--- config.mk ---
export PLATFORM = sky130hd
export DESIGN_NAME = us_sensor_scheduler_flat
export DESIGN_NICKNAME = d
export VERILOG_FILES = /design/src/rtl/us_sched_pkg.sv /design/src/rtl/us_sensor_scheduler_if.sv /design/src/rtl/us_echo_sync.sv /design/src/rtl/us_sensor_scheduler.sv /design/src/flat_wrapper.sv
export SDC_FILE = /design/constraint.sdc
export NUM_CORES = 1
export LEC_CHECK = 0
export BUFFER_PORTS_ARGS = -buffer_cell sky130_fd_sc_hd__buf_2
export CORE_ASPECT_RATIO = 1.5
export CORE_MARGIN = 3
export CORE_UTILIZATION = 28
export DETAILED_ROUTE_END_ITERATION = 12
export SYNTH_ARGS = -nofsm -noshare
export SYNTH_HDL_FRONTEND = slang
export SYNTH_SLANG_ARGS = --single-unit
--- constraint.sdc ---
create_clock -name clk -period 4.5 [get_ports clk]
set_input_delay 0.9 -clock clk [delete_from_list [all_inputs] [get_ports clk]]
set_output_delay 0.9 -clock clk [all_outputs]
set_load 0.05 [all_outputs]
--- src/rtl/us_sched_pkg.sv ---
// Shared types and constants for the three-sensor HC-SR04 scheduler.
// Sensor indices, the FSM state type, default timing and the small index helpers.
package us_sched_pkg;

  typedef enum logic [2:0] {
    IDLE,
    TRIG,
    ARM,
    MEAS,
    GAP
  } state_e;

  localparam int SENS_R   = 0;
  localparam int SENS_M   = 1;
  localparam int SENS_L   = 2;
  localparam int NUM_SENS = 3;
  localparam int DIST_W   = 20;

  localparam int                TRIG_CYCLES_DEF = 500;
  localparam int                ARM_TIMEOUT_DEF = 50000;
  localparam logic [DIST_W-1:0] MAX_ECHO_DEF    = 20'hFFFFF;
  localparam int                GAP_CYCLES_DEF  = 500000;

  // Round-robin successor over the three sensor slots.
  function automatic logic [1:0] sel_inc(input logic [1:0] sel);
    return (sel >= 2'd2) ? 2'd0 : sel + 2'd1;
  endfunction

  function automatic logic [NUM_SENS-1:0] sel_onehot(input logic [1:0] sel);
    logic [NUM_SENS-1:0] oh;
    oh = '0;
    case (sel)
      2'd0:    oh = 3'b001;
      2'd1:    oh = 3'b010;
      2'd2:    oh = 3'b100;
      default: oh = '0;
    endcase
    return oh;
  endfunction

endpackage

--- src/rtl/us_sensor_scheduler_if.sv ---
// Pin/result bundle between the scheduler and its surroundings (sensors, motion FSM).
// master = host/sensor side, slave = scheduler.
interface us_sensor_scheduler_if;
  import us_sched_pkg::*;

  logic                enable;
  logic [NUM_SENS-1:0] sens_mask;
  logic [NUM_SENS-1:0] echo;
  logic [NUM_SENS-1:0] trig;
  logic [DIST_W-1:0]   dist_r;
  logic [DIST_W-1:0]   dist_m;
  logic [DIST_W-1:0]   dist_l;
  logic [NUM_SENS-1:0] done;
  logic [NUM_SENS-1:0] timeout;
  logic                busy;
  logic [1:0]          cur_sel;

  modport master (
    output enable, sens_mask, echo,
    input  trig, dist_r, dist_m, dist_l, done, timeout, busy, cur_sel
  );

  modport slave (
    input  enable, sens_mask, echo,
    output trig, dist_r, dist_m, dist_l, done, timeout, busy, cur_sel
  );

endinterface

--- src/rtl/us_echo_sync.sv ---
// Two-flop synchronizer for one raw echo pin, plus rise/fall pulses on the synced level.
module us_echo_sync (
  input  logic clk,
  input  logic rst,
  input  logic echo_i,
  output logic lvl_o,
  output logic rise_o,
  output logic fall_o
);

  logic meta_q;
  logic sync_q;
  logic prev_q;

  always_ff @(posedge clk or posedge rst) begin
    if (rst) begin
      meta_q <= 1'b0;
      sync_q <= 1'b0;
      prev_q <= 1'b0;
    end else begin
      meta_q <= echo_i;
      sync_q <= meta_q;
      prev_q <= sync_q;
    end
  end

  assign lvl_o  = sync_q;
  assign rise_o = sync_q & ~prev_q;
  assign fall_o = ~sync_q & prev_q;

endmodule

--- src/rtl/us_sensor_scheduler.sv ---
// Round-robin HC-SR04 sequencer: trigger, time the echo, publish a saturating count per sensor.
// A single shared counter times every state and is cleared whenever the state changes.
module us_sensor_scheduler
  import us_sched_pkg::*;
#(
  parameter int                TRIG_CYCLES = TRIG_CYCLES_DEF,
  parameter int                ARM_TIMEOUT = ARM_TIMEOUT_DEF,
  parameter logic [DIST_W-1:0] MAX_ECHO    = MAX_ECHO_DEF,
  parameter int                GAP_CYCLES  = GAP_CYCLES_DEF
) (
  input  logic                  clk,
  input  logic                  rst,
  us_sensor_scheduler_if.slave  sched_if
);

  localparam logic [DIST_W-1:0] TRIG_LAST = DIST_W'(TRIG_CYCLES - 1);
  localparam logic [DIST_W-1:0] ARM_LAST  = DIST_W'(ARM_TIMEOUT - 1);
  localparam logic [DIST_W-1:0] GAP_LAST  = DIST_W'(GAP_CYCLES - 1);

  state_e              state_q, state_d;
  logic [DIST_W-1:0]   cnt_q, cnt_d;
  logic [1:0]          cur_sel_q, cur_sel_d;
  logic [DIST_W-1:0]   dist_q [NUM_SENS];
  logic [NUM_SENS-1:0] done_q;
  logic [NUM_SENS-1:0] timeout_q;

  logic                rep_en;
  logic [DIST_W-1:0]   rep_val;
  logic                rep_to;

  logic [NUM_SENS-1:0] echo_lvl, echo_rise, echo_fall;
  logic [3:0]          lvl_ext, rise_ext, fall_ext, mask_ext;
  logic [NUM_SENS-1:0] sel_oh;
  logic [1:0]          nxt_sel;

  for (genvar gi = 0; gi < NUM_SENS; gi++) begin : g_sync
    us_echo_sync u_sync (
      .clk    (clk),
      .rst    (rst),
      .echo_i (sched_if.echo[gi]),
      .lvl_o  (echo_lvl[gi]),
      .rise_o (echo_rise[gi]),
      .fall_o (echo_fall[gi])
    );
  end

  // Padded to 4 bits so a 2-bit selector can index them without a range hole.
  assign lvl_ext  = {1'b0, echo_lvl};
  assign rise_ext = {1'b0, echo_rise};
  assign fall_ext = {1'b0, echo_fall};
  assign mask_ext = {1'b0, sched_if.sens_mask};
  assign sel_oh   = sel_onehot(cur_sel_q);
  assign nxt_sel  = sel_inc(cur_sel_q);

  always_ff @(posedge clk or posedge rst) begin
    if (rst) begin
      state_q   <= IDLE;
      cnt_q     <= '0;
      cur_sel_q <= 2'd0;
    end else begin
      state_q   <= state_d;
      cnt_q     <= cnt_d;
      cur_sel_q <= cur_sel_d;
    end
  end

  always_comb begin
    state_d   = state_q;
    cnt_d     = cnt_q;
    cur_sel_d = cur_sel_q;
    rep_en    = 1'b0;
    rep_val   = cnt_q;
    rep_to    = 1'b0;
    case (state_q)
      IDLE: begin
        // Masked slots are stepped over one index per cycle.
        if (sched_if.enable && (|sched_if.sens_mask)) begin
          if (mask_ext[cur_sel_q]) state_d = TRIG;
          else                     cur_sel_d = nxt_sel;
        end
      end
      TRIG: begin
        if (cnt_q == TRIG_LAST) state_d = ARM;
        else                    cnt_d   = cnt_q + 1'b1;
      end
      ARM: begin
        if (rise_ext[cur_sel_q]) begin
          state_d = MEAS;
        end else if (cnt_q == ARM_LAST) begin
          rep_en  = 1'b1;
          rep_val = MAX_ECHO;
          rep_to  = 1'b1;
          state_d = GAP;
        end else begin
          cnt_d = cnt_q + 1'b1;
        end
      end
      MEAS: begin
        if (fall_ext[cur_sel_q]) begin
          rep_en  = 1'b1;
          state_d = GAP;
        end else if (cnt_q == MAX_ECHO) begin
          rep_en  = 1'b1;
          rep_val = MAX_ECHO;
          rep_to  = 1'b1;
          state_d = GAP;
        end else if (lvl_ext[cur_sel_q]) begin
          cnt_d = cnt_q + 1'b1;
        end
      end
      GAP: begin
        // Counter parks at its last value, so a masked successor costs one extra cycle each.
        if (cnt_q == GAP_LAST) begin
          cur_sel_d = nxt_sel;
          if (!sched_if.enable || (sched_if.sens_mask == '0)) state_d = IDLE;
          else if (mask_ext[nxt_sel])                         state_d = TRIG;
        end else begin
          cnt_d = cnt_q + 1'b1;
        end
      end
      default: state_d = IDLE;
    endcase
    if (state_d != state_q) cnt_d = '0;
  end

  always_comb begin
    sched_if.trig = '0;
    if (state_q == TRIG) sched_if.trig = sel_oh;
    sched_if.busy = (state_q != IDLE);
  end

  always_ff @(posedge clk or posedge rst) begin
    if (rst) begin
      done_q    <= '0;
      timeout_q <= '0;
      for (int i = 0; i < NUM_SENS; i++) dist_q[i] <= '0;
    end else begin
      done_q <= rep_en ? sel_oh : '0;
      for (int i = 0; i < NUM_SENS; i++) begin
        if (rep_en && sel_oh[i]) begin
          dist_q[i]    <= rep_val;
          timeout_q[i] <= rep_to;
        end
      end
    end
  end

  assign sched_if.dist_r  = dist_q[SENS_R];
  assign sched_if.dist_m  = dist_q[SENS_M];
  assign sched_if.dist_l  = dist_q[SENS_L];
  assign sched_if.done    = done_q;
  assign sched_if.timeout = timeout_q;
  assign sched_if.cur_sel = cur_sel_q;

endmodule

--- src/flat_wrapper.sv ---
// flat-port wrapper written by rule: the top's interface ports become plain ports
module us_sensor_scheduler_flat import us_sched_pkg::*;
#(
  parameter int                TRIG_CYCLES = TRIG_CYCLES_DEF,
  parameter int                ARM_TIMEOUT = ARM_TIMEOUT_DEF,
  parameter logic [DIST_W-1:0] MAX_ECHO    = MAX_ECHO_DEF,
  parameter int                GAP_CYCLES  = GAP_CYCLES_DEF
)
  (clk, rst, sched_if_enable, sched_if_sens_mask, sched_if_echo, sched_if_trig, sched_if_dist_r, sched_if_dist_m, sched_if_dist_l, sched_if_done, sched_if_timeout, sched_if_busy, sched_if_cur_sel);
  us_sensor_scheduler_if sched_if_i ();
  input  logic clk;
  input  logic rst;
  input wire logic [$bits(sched_if_i.enable)-1:0] sched_if_enable;
  input wire logic [$bits(sched_if_i.sens_mask)-1:0] sched_if_sens_mask;
  input wire logic [$bits(sched_if_i.echo)-1:0] sched_if_echo;
  output wire logic [$bits(sched_if_i.trig)-1:0] sched_if_trig;
  output wire logic [$bits(sched_if_i.dist_r)-1:0] sched_if_dist_r;
  output wire logic [$bits(sched_if_i.dist_m)-1:0] sched_if_dist_m;
  output wire logic [$bits(sched_if_i.dist_l)-1:0] sched_if_dist_l;
  output wire logic [$bits(sched_if_i.done)-1:0] sched_if_done;
  output wire logic [$bits(sched_if_i.timeout)-1:0] sched_if_timeout;
  output wire logic [$bits(sched_if_i.busy)-1:0] sched_if_busy;
  output wire logic [$bits(sched_if_i.cur_sel)-1:0] sched_if_cur_sel;
  assign sched_if_i.enable = sched_if_enable;
  assign sched_if_i.sens_mask = sched_if_sens_mask;
  assign sched_if_i.echo = sched_if_echo;
  assign sched_if_trig = sched_if_i.trig;
  assign sched_if_dist_r = sched_if_i.dist_r;
  assign sched_if_dist_m = sched_if_i.dist_m;
  assign sched_if_dist_l = sched_if_i.dist_l;
  assign sched_if_done = sched_if_i.done;
  assign sched_if_timeout = sched_if_i.timeout;
  assign sched_if_busy = sched_if_i.busy;
  assign sched_if_cur_sel = sched_if_i.cur_sel;
  us_sensor_scheduler #(.TRIG_CYCLES(TRIG_CYCLES), .ARM_TIMEOUT(ARM_TIMEOUT), .MAX_ECHO(MAX_ECHO), .GAP_CYCLES(GAP_CYCLES)) u_core (.clk(clk), .rst(rst), .sched_if(sched_if_i));
endmodule
After elaboration in Yosys (flattened, before gate mapping)
Cells that the tools add are included.
{ "word_totals": {"romBits": 0, "input_bits": 9, "latch_bits": 0, "elab_cells": 122, "mem_count": 0, "ramBits": 0, "reg_bits": 100, "output_inout_bits": 72} }
{ "op_classes": {"addsub": 2, "magnitude_cmp": 3, "n_eq_ne": 21, "n_mux": 50, "div": 0, "mul": 0, "shift": 0, "bitwise": 12, "n_reduce_logical": 15} }
{ "op_table": {"columns": ["operator", "n"], "rows": [
  ["two-way mux 20 bit", 12],
  ["case mux 20 bit (4 select lines)", 1],
  ["case mux 20 bit (2 select lines)", 1],
  ["two-way mux 3 bit", 12],
  ["adder 20 x 1 -> 20 bit (second input constant)", 1],
  ["equality test 20 x 16 -> 1 bit (second input constant)", 1],
  ["equality test 20 x 19 -> 1 bit (second input constant)", 1],
  ["equality test 20 bit (second input constant)", 1],
  ["equality test 20 x 9 -> 1 bit (second input constant)", 1],
  ["!= test 3 bit (second input constant)", 6],
  ["case mux 3 bit (5 select lines)", 1],
  ["binary-select mux 1 bit (select 2 bit)", 5],
  ["two-way mux 1 bit", 10],
  ["case mux 3 bit (3 select lines)", 1],
  ["two-way mux 2 bit", 4],
  ["AND reduction 8 bit", 1],
  ["bitwise AND 1 bit", 6],
  ["equality test 3 x 2 -> 1 bit (second input constant)", 2],
  ["zero test 3 bit", 2],
  ["less-than comparator 2 x 3 -> 1 bit (second input constant)", 2],
  ["NOT 1 bit", 6],
  ["nonzero test 5 bit", 1],
  ["logical AND 1 bit", 4],
  ["!= test 2 x 1 -> 1 bit (second input constant)", 2],
  ["other kinds (18)", 19]
]} }

Logic depth before layout (Yosys ltp)
Gate-level depths: netlist of the first run.
{ "logic_depth": {"depth_word": 11, "mapped_depth": 10, "ltp_nobuf": 8} }

By module
A second synthesis of the first run with hierarchy kept.
{ "unflattened": {"cells_unflattened": 424, "hier_area_um2": 4589.4} }
{ "modules_own_cells": {"columns": ["mod", "cells_each", "seq_area_each_um2", "instances", "area_each_um2"], "rows": [
  ["us_sensor_scheduler", 406, 2277.2, 1, 4307.9],
  ["us_echo_sync", 6, 75.1, 3, 93.8]
]} }

Worst setup path before layout of the first run
No wires, ideal clock.
{ "synth_timing": {"path_kind": "register to output", "from": "register u_core.cur_sel_q[0] (netlist: u_core.sched_if.cur_sel[0])", "to": "output port sched_if_trig[0]", "n_path_buf": 1, "path_stages_with_launch": 3, "setup_slack_ns": 1.635, "t_required_ns": 3.600, "t_arrival_ns": 1.965, "path_cell_list": "dfrtp_1 buf_2 nor3_1"} }
{ "synth_via": {"elab_chain_cells": 3, "elab_cells_between_ends": 5, "classes_between": "eq/ne (2); mux (2); reduce/logical (1)"} }
{ "synth_lines": {"columns": ["element", "line", "source"], "rows": [
  ["start: declaration", "us_sensor_scheduler.sv:22", "logic [1:0] cur_sel_q, cur_sel_d;"],
  ["start signal: assignment", "us_sensor_scheduler.sv:63", "cur_sel_q <= cur_sel_d;"],
  ["equality test 2 bit, or another cell as far along", "us_sched_pkg.sv:32", "case (sel)"],
  ["case mux 3 bit (3 select lines) (*)", "us_sched_pkg.sv:32", null],
  ["two-way mux 3 bit (*)", "us_sensor_scheduler.sv:128", "if (state_q == TRIG) sched_if.trig = sel_oh;"],
  ["end: declaration", "flat_wrapper.sv:16", "output wire logic [$bits(sched_if_i.trig)-1:0] sched_if_trig;"]
]} }
Every way passes the cells marked *; elsewhere a longest branch is shown, timed or not.

Worst setup path after layout of the first run
{ "layout_timing": {"from": "register u_core.cur_sel_q[0] (netlist: u_core.sched_if.cur_sel[0])", "to": "register u_core.cnt_q[3]"} }
{ "layout_via": {"elab_chain_cells": 11, "elab_cells_between_ends": 32, "classes_between": "add/sub (1); order compare (1); eq/ne (8); mux (20); reduce/logical (2)"} }
{ "layout_lines": {"columns": ["element", "line", "source"], "rows": [
  ["adder 2 x 1 -> 2 bit / greater-or-equal comparator 2 bit (equally long branches)", "us_sched_pkg.sv:26", "return (sel >= 2'd2) ? 2'd0 : sel + 2'd1;"],
  ["two-way mux 2 bit", "us_sched_pkg.sv:26", null],
  ["binary-select mux 1 bit (select 2 bit)", "us_sensor_scheduler.sv:116", "else if (mask_ext[nxt_sel]) state_d = TRIG;"],
  ["two-way mux 1 bit (implied by the code)", "us_sensor_scheduler.sv:116", null],
  ["two-way mux 3 bit", "us_sensor_scheduler.sv:116", null],
  ["two-way mux 3 bit", "us_sensor_scheduler.sv:115", "if (!sched_if.enable || (sched_if.sens_mask == '0)) state_d = IDLE;"],
  ["two-way mux 3 bit", "us_sensor_scheduler.sv:113", "if (cnt_q == GAP_LAST) begin"],
  ["case mux 3 bit (5 select lines)", "us_sensor_scheduler.sv:74", "case (state_q)"],
  ["!= test 3 bit", "us_sensor_scheduler.sv:123", "if (state_d != state_q) cnt_d = '0;"],
  ["!= test 3 bit (no line), or another cell as far along", null, null],
  ["AND reduction 8 bit (no line)", null, null],
  ["end signal: assignment", "us_sensor_scheduler.sv:62", "cnt_q <= cnt_d;"],
  ["end: declaration", "us_sensor_scheduler.sv:21", "logic [DIST_W-1:0] cnt_q, cnt_d;"]
]} }
Several ways; a longest one is shown, not always the timed one. The select of a mux whose other input is x is not followed.
A chain may end at the register's enable or synchronous reset.

==> results.sh, run 1 <==
export IMPL_grt_pass1_wl_um=18600
export IMPL_remaining_drc_errors=0
export IMPL_num_rows=57
export IMPL_status="complete, no violations"
export IMPL_worstSetupStartpoint="u_core.sched_if.cur_sel[0]"
export IMPL_synth_area_leaders="dfrtp_1 53%, mux2_2 8.8%, nor2_1 5.8%"
export IMPL_synth_cell_type_count=51
export IMPL_p_seq_share_pct=45.5
export IMPL_die_x_um=112.0
export IMPL_hold_path_class="flop to flop"
export IMPL_whs_path_depth=0
export IMPL_async_flop_share_pct=100.0
export IMPL_gp_congestion=0.8931
export IMPL_finalSetupViolations=0
export IMPL_required_ns=4.76
export IMPL_postCtsSetupRepairBufs=0
export IMPL_timing_rr_start="u_core.sched_if.cur_sel[0]"
export IMPL_io_pins=81
export IMPL_tns_ns=0
export IMPL_p_leak_uw=0.002625
export IMPL_path_max_fanout=17
export IMPL_cts_sinks=100
export IMPL_synth_main_ff_cell="dfrtp_1"
export IMPL_holdWs_ns=0.3521
export IMPL_ant_nets=0
export IMPL_period_minus_slack_ns=3.472
export IMPL_initial_core_util_pct=28.87
export IMPL_hpwl_um=8248
export IMPL_p_int_uw=1503
export IMPL_syn_area_um2=4715
export IMPL_grt_max_degree=65
export IMPL_yosysSeqAreaShare_pct=53.08
export IMPL_drt_iter0_drc=241
export IMPL_routed_wl_um=11490
export IMPL_clockBufferDepth=2
export IMPL_synth_edf_count=0
export IMPL_grtUsageTotal_pct=12.64
export IMPL_worstMarginPinSlew_ns=1.036
export IMPL_power_uw=2301
export IMPL_cts_root_buf="clkbuf_16"
export IMPL_switchingPower_uw=797.4
export IMPL_drive_gt1_share_pct=33.06
export IMPL_port_buffers=80
export IMPL_max_cap_viol_count=0
export IMPL_p_comb_share_pct=21.6
export IMPL_cts_tree="done"
export IMPL_drt_met1_wl_um=4769
export IMPL_top_layer_used="met4"
export IMPL_min_from="u_core.g_sync[1].u_sync.meta_q"
export IMPL_critPathKind="flop to flop"
export IMPL_routedWlPerCell_um=16.36
export IMPL_area_delta_synth_final_pct=17.65
export IMPL_via_per_inst=5.028
export IMPL_ys_ff_latch=100
export IMPL_vdd_drop_max_mv=0.2550
export IMPL_crit_path_end_kind="flop"
export IMPL_switching_share_pct=34.66
export IMPL_wl_met3_um=655
export IMPL_synth_commonest_cells="100 x dfrtp_1, 73 x nor2_1, 40 x a21oi_1, 37 x mux2_2, 20 x buf_2"
export IMPL_first_global_vias=3475
export IMPL_p_per_area_nw_per_um2=414.8
export IMPL_final_core_util_pct=33.96
export IMPL_vias=3530
export IMPL_stdcell_count=702
export IMPL_start_kind="flop"
export IMPL_clk_pin_slew_worst_paths_ns=0.07
export IMPL_rsz0062_at_grt="no"
export IMPL_critPathArrivalTime_ns=3.73
export IMPL_worstSkewPairLatency_ns=0.35
export IMPL_synth_nets=436
export IMPL_h_tree_depth=3
export IMPL_period_share_pct=77.16
export IMPL_dieHeight_um=164.9
export IMPL_die_area_um2=18460
export IMPL_cts_hold_fix_buffers=0
export IMPL_max_freq_mhz=288.0
export IMPL_clkPwrFrac_pct=32.9
export IMPL_core_area_um2=16330
export IMPL_nNetsFinal=501
export IMPL_antenna_found_initial=0
export IMPL_antenna_cells=0
export IMPL_drv_slew=0
export IMPL_cts_resized_gates=0
export IMPL_hold_violations=0
export IMPL_cts_buffers=9
export IMPL_first_pass_iters=5
export IMPL_synth_area_per_cell_um2=11.07
export IMPL_synth_top_area_cell="dfrtp_1"
export IMPL_synth_top_cell_area_share_pct=53.08
export IMPL_rr_worst_depth=7
export IMPL_syn_inst=426
export IMPL_routed_wl_met2_um=5896
export IMPL_dp_cells=686
export IMPL_ys_warn_count=0
export IMPL_clock_skew_ns=0.01301
export IMPL_yosysMostFrequentCell="dfrtp_1"
export IMPL_grt_overflow_total=0
export IMPL_max_slew_margin_pct=30.93
-- worst max-delay path, cell delays in order (launching register included) --
cell	delay, ns
dfrtp_1	0.70
nor2b_1	0.22
a311oi_4	0.47
nor3_1	0.10
or4_1	0.96
a21o_1	0.40
or3_1	0.36
a21oi_1	0.15
-- power by group through the flow --
| stage | Combinational (uW) | Clock [uW] | Sequential (uW) |
|---|---|---|---|
| global route | 540 | 809 | 1060 |
| CTS | 499 | 775 | 1050 |
| detailed placement | 497 | 0 | 1070 |
| floorplan | 435 | 0 | 1020 |
| global placement | 491 | 0 | 1060 |
| finish | 496 | 756 | 1050 |
-- final timing paths --
check	end	slack, ns
min in group asynchronous	u_core.sched_if.dist_r[16]	0.69
max	u_core.cnt_q[3]	1.03
max reg2reg	u_core.cnt_q[3]	1.03
min	u_core.g_sync[1].u_sync.lvl_o	0.35
max in group asynchronous	u_core.sched_if.dist_r[7]	2.82
min reg2reg	u_core.g_sync[1].u_sync.lvl_o	0.35
-- cell type report --
class	count	area, um2
Clock buffer	11	252.7
Clock inverter	5	47.55
Fill cell	1627	10790
Inverter	6	25.02
Multi-Input combinational cell	290	2031
Sequential cell	100	2502
Tap cell	206	257.7
Timing Repair Buffer	84	430.4
-- registers in the layout (all words and copies together), names as in the netlist --
name / count
u_core.cnt_q: 20
u_core.g_sync.u_sync.lvl_o: 3
u_core.g_sync.u_sync.meta_q: 3
u_core.g_sync.u_sync.prev_q: 3
u_core.sched_if.cur_sel: 2
u_core.sched_if.dist_l: 20
u_core.sched_if.dist_m: 20
u_core.sched_if.dist_r: 20
u_core.sched_if.done: 3
u_core.sched_if.timeout: 3
u_core.state_q: 3
-- stage by stage --
stage               cell area, um2  setup slack [ns]
global route                  5547            0.8617
global placement              5246             1.042
floorplan                     4715            0.9812
CTS                           5547             1.041
finish                        5547             1.028
detailed placement            5246             1.016
-- cells in the final DEF (no fill, tap or decap), types with 5 or more instances in the layout --
cell type,n
a2111oi_2,6
or4_1,5
mux2_2,37
xnor2_1,16
nor2_1,73
nor2b_1,6
a21oi_1,40
nand3_1,9
nand4_1,7
nand2_1,19
clkbuf_16,9
a211oi_2,6
buf_2,80
dfrtp_1,100
inv_1,5
o21ai_0,9
nor3_1,5
-- kinds of logic (layout without fill, tap and decap cells) --
family                     after synthesis  count (layout)  synth area share, %
AOI/OAI and AO/OA                       75              75                12.87
muxes                                   41              41                9.687
adders and majority gates                1               1               0.2654
xor gates and xnor gates                16              16                2.972
and+or+nand+nor                        157             157                17.01
DFF                                    100             100                53.08
buffers and inverters                   36             106                4.113
-- routing by layer --
layer | vias up | track usage (%)
li1 | 1638 | -
met1 | 1761 | 15.46
met2 | 118 | 21.86
met3 | 13 | 2.823
met4 | 0 | 4.647
met5 | - | 0
Power figures use the tool's default switching activity.
==> run 2: changes to the inputs <==
- ABC_AREA: unset -> 1
- clock period: 4.5 -> 3.1 ns (I/O delays scaled with it)
==> results.sh, run 2 <==
export IMPL_status="complete, no violations"
export IMPL_hpwl_um=10000
export IMPL_worstMarginPinSlew_ns=0.8356
export IMPL_synth_area_per_cell_um2=7.836
export IMPL_drt_iter0_drc=261
export IMPL_crit_path_end_kind="output port"
export IMPL_first_global_vias=4217
export IMPL_area_delta_synth_final_pct=19.46
export IMPL_cts_resized_gates=0
export IMPL_rsz0062_at_grt="no"
export IMPL_clk_pin_slew_worst_paths_ns=0.07
export IMPL_cp_top_family="flip-flops"
export IMPL_cts_hold_fix_buffers=0
export IMPL_critPathArrivalTime_ns=1.72
export IMPL_synth_xor_area_share_pct=0.5435
export IMPL_cp_common_cell="nor2_1"
export IMPL_drv_slew=0
export IMPL_required_ns=2.48
export IMPL_async_flop_share_pct=100.0
export IMPL_cts_sinks=100
export IMPL_port_buffers=80
export IMPL_cts_root_buf="clkbuf_16"
export IMPL_via_per_inst=4.577
export IMPL_antenna_cells=0
export IMPL_ys_ff_latch=100
export IMPL_hold_violations=0
export IMPL_synth_area_leaders="dfrtp_1 52%, nand2_1 21%, nor2_1 4.3%"
export IMPL_yosysMostFrequentCell="nand2_1"
export IMPL_slowest_delay_ns=0.48
export IMPL_initial_core_util_pct=28.72
export IMPL_clock_skew_ns=0.01552
export IMPL_max_freq_mhz=427.3
export IMPL_synth_top_family_by_area="simple AND/OR/NAND/NOR gates"
export IMPL_p_comb_share_pct=21.3
export IMPL_drive_gt1_share_pct=18.54
export IMPL_p_per_area_nw_per_um2=585.9
export IMPL_p_int_uw=2247
export IMPL_ant_nets=0
export IMPL_nNetsFinal=706
export IMPL_timing_final_ws_setup_ns=0.7595
export IMPL_p_seq_share_pct=41.5
export IMPL_synth_fa_ha_area_share_pct=0.2588
export IMPL_tns_ns=0
export IMPL_synth_top_cell_area_share_pct=51.76
export IMPL_switchingPower_uw=1137
export IMPL_die_area_um2=18910
export IMPL_grt_pass1_wl_um=21690
export IMPL_num_rows=58
export IMPL_period_minus_slack_ns=2.341
export IMPL_clockBufferDepth=2
export IMPL_ys_warn_count=0
export IMPL_cts_buffers=9
export IMPL_cpMaxStageDelayCell="dfrtp_1"
export IMPL_grt_overflow_total=0
export IMPL_routed_wl_um=13150
export IMPL_first_pass_iters=4
export IMPL_post_place_ws_ns=0.8001
export IMPL_synthSimpleGateAreaFrac_pct=35.84
export IMPL_antenna_found_initial=0
export IMPL_hold_path_class="flop to flop"
export IMPL_finalSetupViolations=0
export IMPL_p_leak_uw=0.003310
export IMPL_syn_area_um2=4835
export IMPL_worstSkewPairLatency_ns=0.35
export IMPL_grtUsageTotal_pct=14.45
export IMPL_start_kind="flop"
export IMPL_path_max_fanout=8
export IMPL_synth_nets=627
export IMPL_synth_compound_area_share_pct=3.908
export IMPL_synth_main_ff_cell="dfrtp_1"
export IMPL_most_common_layout_cells="267 x nand2_1, 100 x dfrtp_1, 80 x buf_2"
export IMPL_vdd_drop_max_mv=0.2687
export IMPL_remaining_drc_errors=0
export IMPL_grt_max_degree=38
export IMPL_final_common_cell="nand2_1"
export IMPL_h_tree_depth=3
export IMPL_period_share_pct=75.50
export IMPL_vias=4170
export IMPL_die_x_um=113.3
export IMPL_yosysSeqAreaShare_pct=51.76
export IMPL_max_slew_margin_pct=44.17
export IMPL_synth_edf_count=0
export IMPL_max_cap_viol_count=0
export IMPL_syn_inst=617
export IMPL_power_uw=3384
export IMPL_critPathKind="flop to output port"
export IMPL_postCtsSetupRepairBufs=0
export IMPL_io_pins=81
export IMPL_core_area_um2=16840
export IMPL_synth_cell_type_count=31
export IMPL_cts_tree="done"
export IMPL_dieHeight_um=166.9
export IMPL_synth_top_area_cell="dfrtp_1"
export IMPL_clkPwrFrac_pct=37.2
export IMPL_worstPathCellList="nor2_1 -> inv_1 -> nor2_1 -> buf_2"
export IMPL_synth_commonest_cells="267 x nand2_1, 100 x dfrtp_1, 55 x nor2_1, 51 x inv_1, 37 x nand3_1"
export IMPL_switching_share_pct=33.60
export IMPL_gp_congestion=0.9331
export IMPL_routedWlPerCell_um=14.43
export IMPL_synthMuxAreaShare_pct=0
export IMPL_cp_num_buf_inv=2
-- run 2: power by group through the flow --
stage | Clock, uW | Combinational [uW] | Sequential [uW]
after floorplan | 0 | 516 | 1460
after global placement | 0 | 725 | 1430
after detailed placement | 0 | 727 | 1430
after CTS | 1300 | 728 | 1400
after global routing | 1340 | 792 | 1410
final | 1260 | 720 | 1410
-- run 2: metal layers --
layer	global-route usage, %	vias to the layer above	wire, um
li1	-	2072	-
met1	15.75	1983	5051
met2	26.96	89	7289
met3	2.181	26	395
met4	6.590	0	413
met5	0	-	0
-- run 2: layout make-up --
| class | instances | area, um2 |
|---|---|---|
| Clock inverter | 7 | 113.9 |
| Sequential cell | 100 | 2502 |
| Inverter | 61 | 235.2 |
| Multi-Input combinational cell | 439 | 1961 |
| Tap cell | 210 | 262.8 |
| Clock buffer | 9 | 225.2 |
| Fill cell | 1810 | 11060 |
| Timing Repair Buffer | 85 | 475.5 |
-- run 2: final timing paths --
check,start,slack (ns),depth (start not counted),end
worst min-delay path,u_core.g_sync[2].u_sync.meta_q,0.35,0,u_core.g_sync[2].u_sync.lvl_o
worst max register to register,u_core.cnt_q[1],0.77,12,u_core.sched_if.timeout[0]
worst min register to register,u_core.g_sync[2].u_sync.meta_q,0.35,0,u_core.g_sync[2].u_sync.lvl_o
min in group asynchronous,rst,0.42,2,u_core.sched_if.dist_r[3]
worst max-delay path,u_core.sched_if.cur_sel[0],0.76,4,sched_if_trig[0]
max in group asynchronous,rst,1.97,3,u_core.sched_if.dist_l[19]
-- run 2: cell families (layout without fill, tap and decap cells) --
kind of cell,after synthesis,after routing
AOI/OAI and AO/OA,35,35
xor gates and xnor gates,3,3
adders and majority gates,1,1
buffers and inverters,78,162
DFF,100,100
and+or+nand+nor,400,400
-- run 2: metrics by stage --
| step | util, % | area [um2] | cells | hold WS [ns] |
|---|---|---|---|---|
| 2_1_floorplan | - | 4838 | 617 | 0.3312 |
| 3_3_place_gp | 32.29 | 5436 | 895 | 0.3337 |
| 3_5_place_dp | 32.29 | 5436 | 895 | 0.3371 |
| 4_1_cts | 34.30 | 5776 | 911 | 0.3554 |
| 5_1_grt | 34.30 | 5776 | 911 | 0.3661 |
| 6_report | 34.30 | 5776 | 911 | 0.3513 |
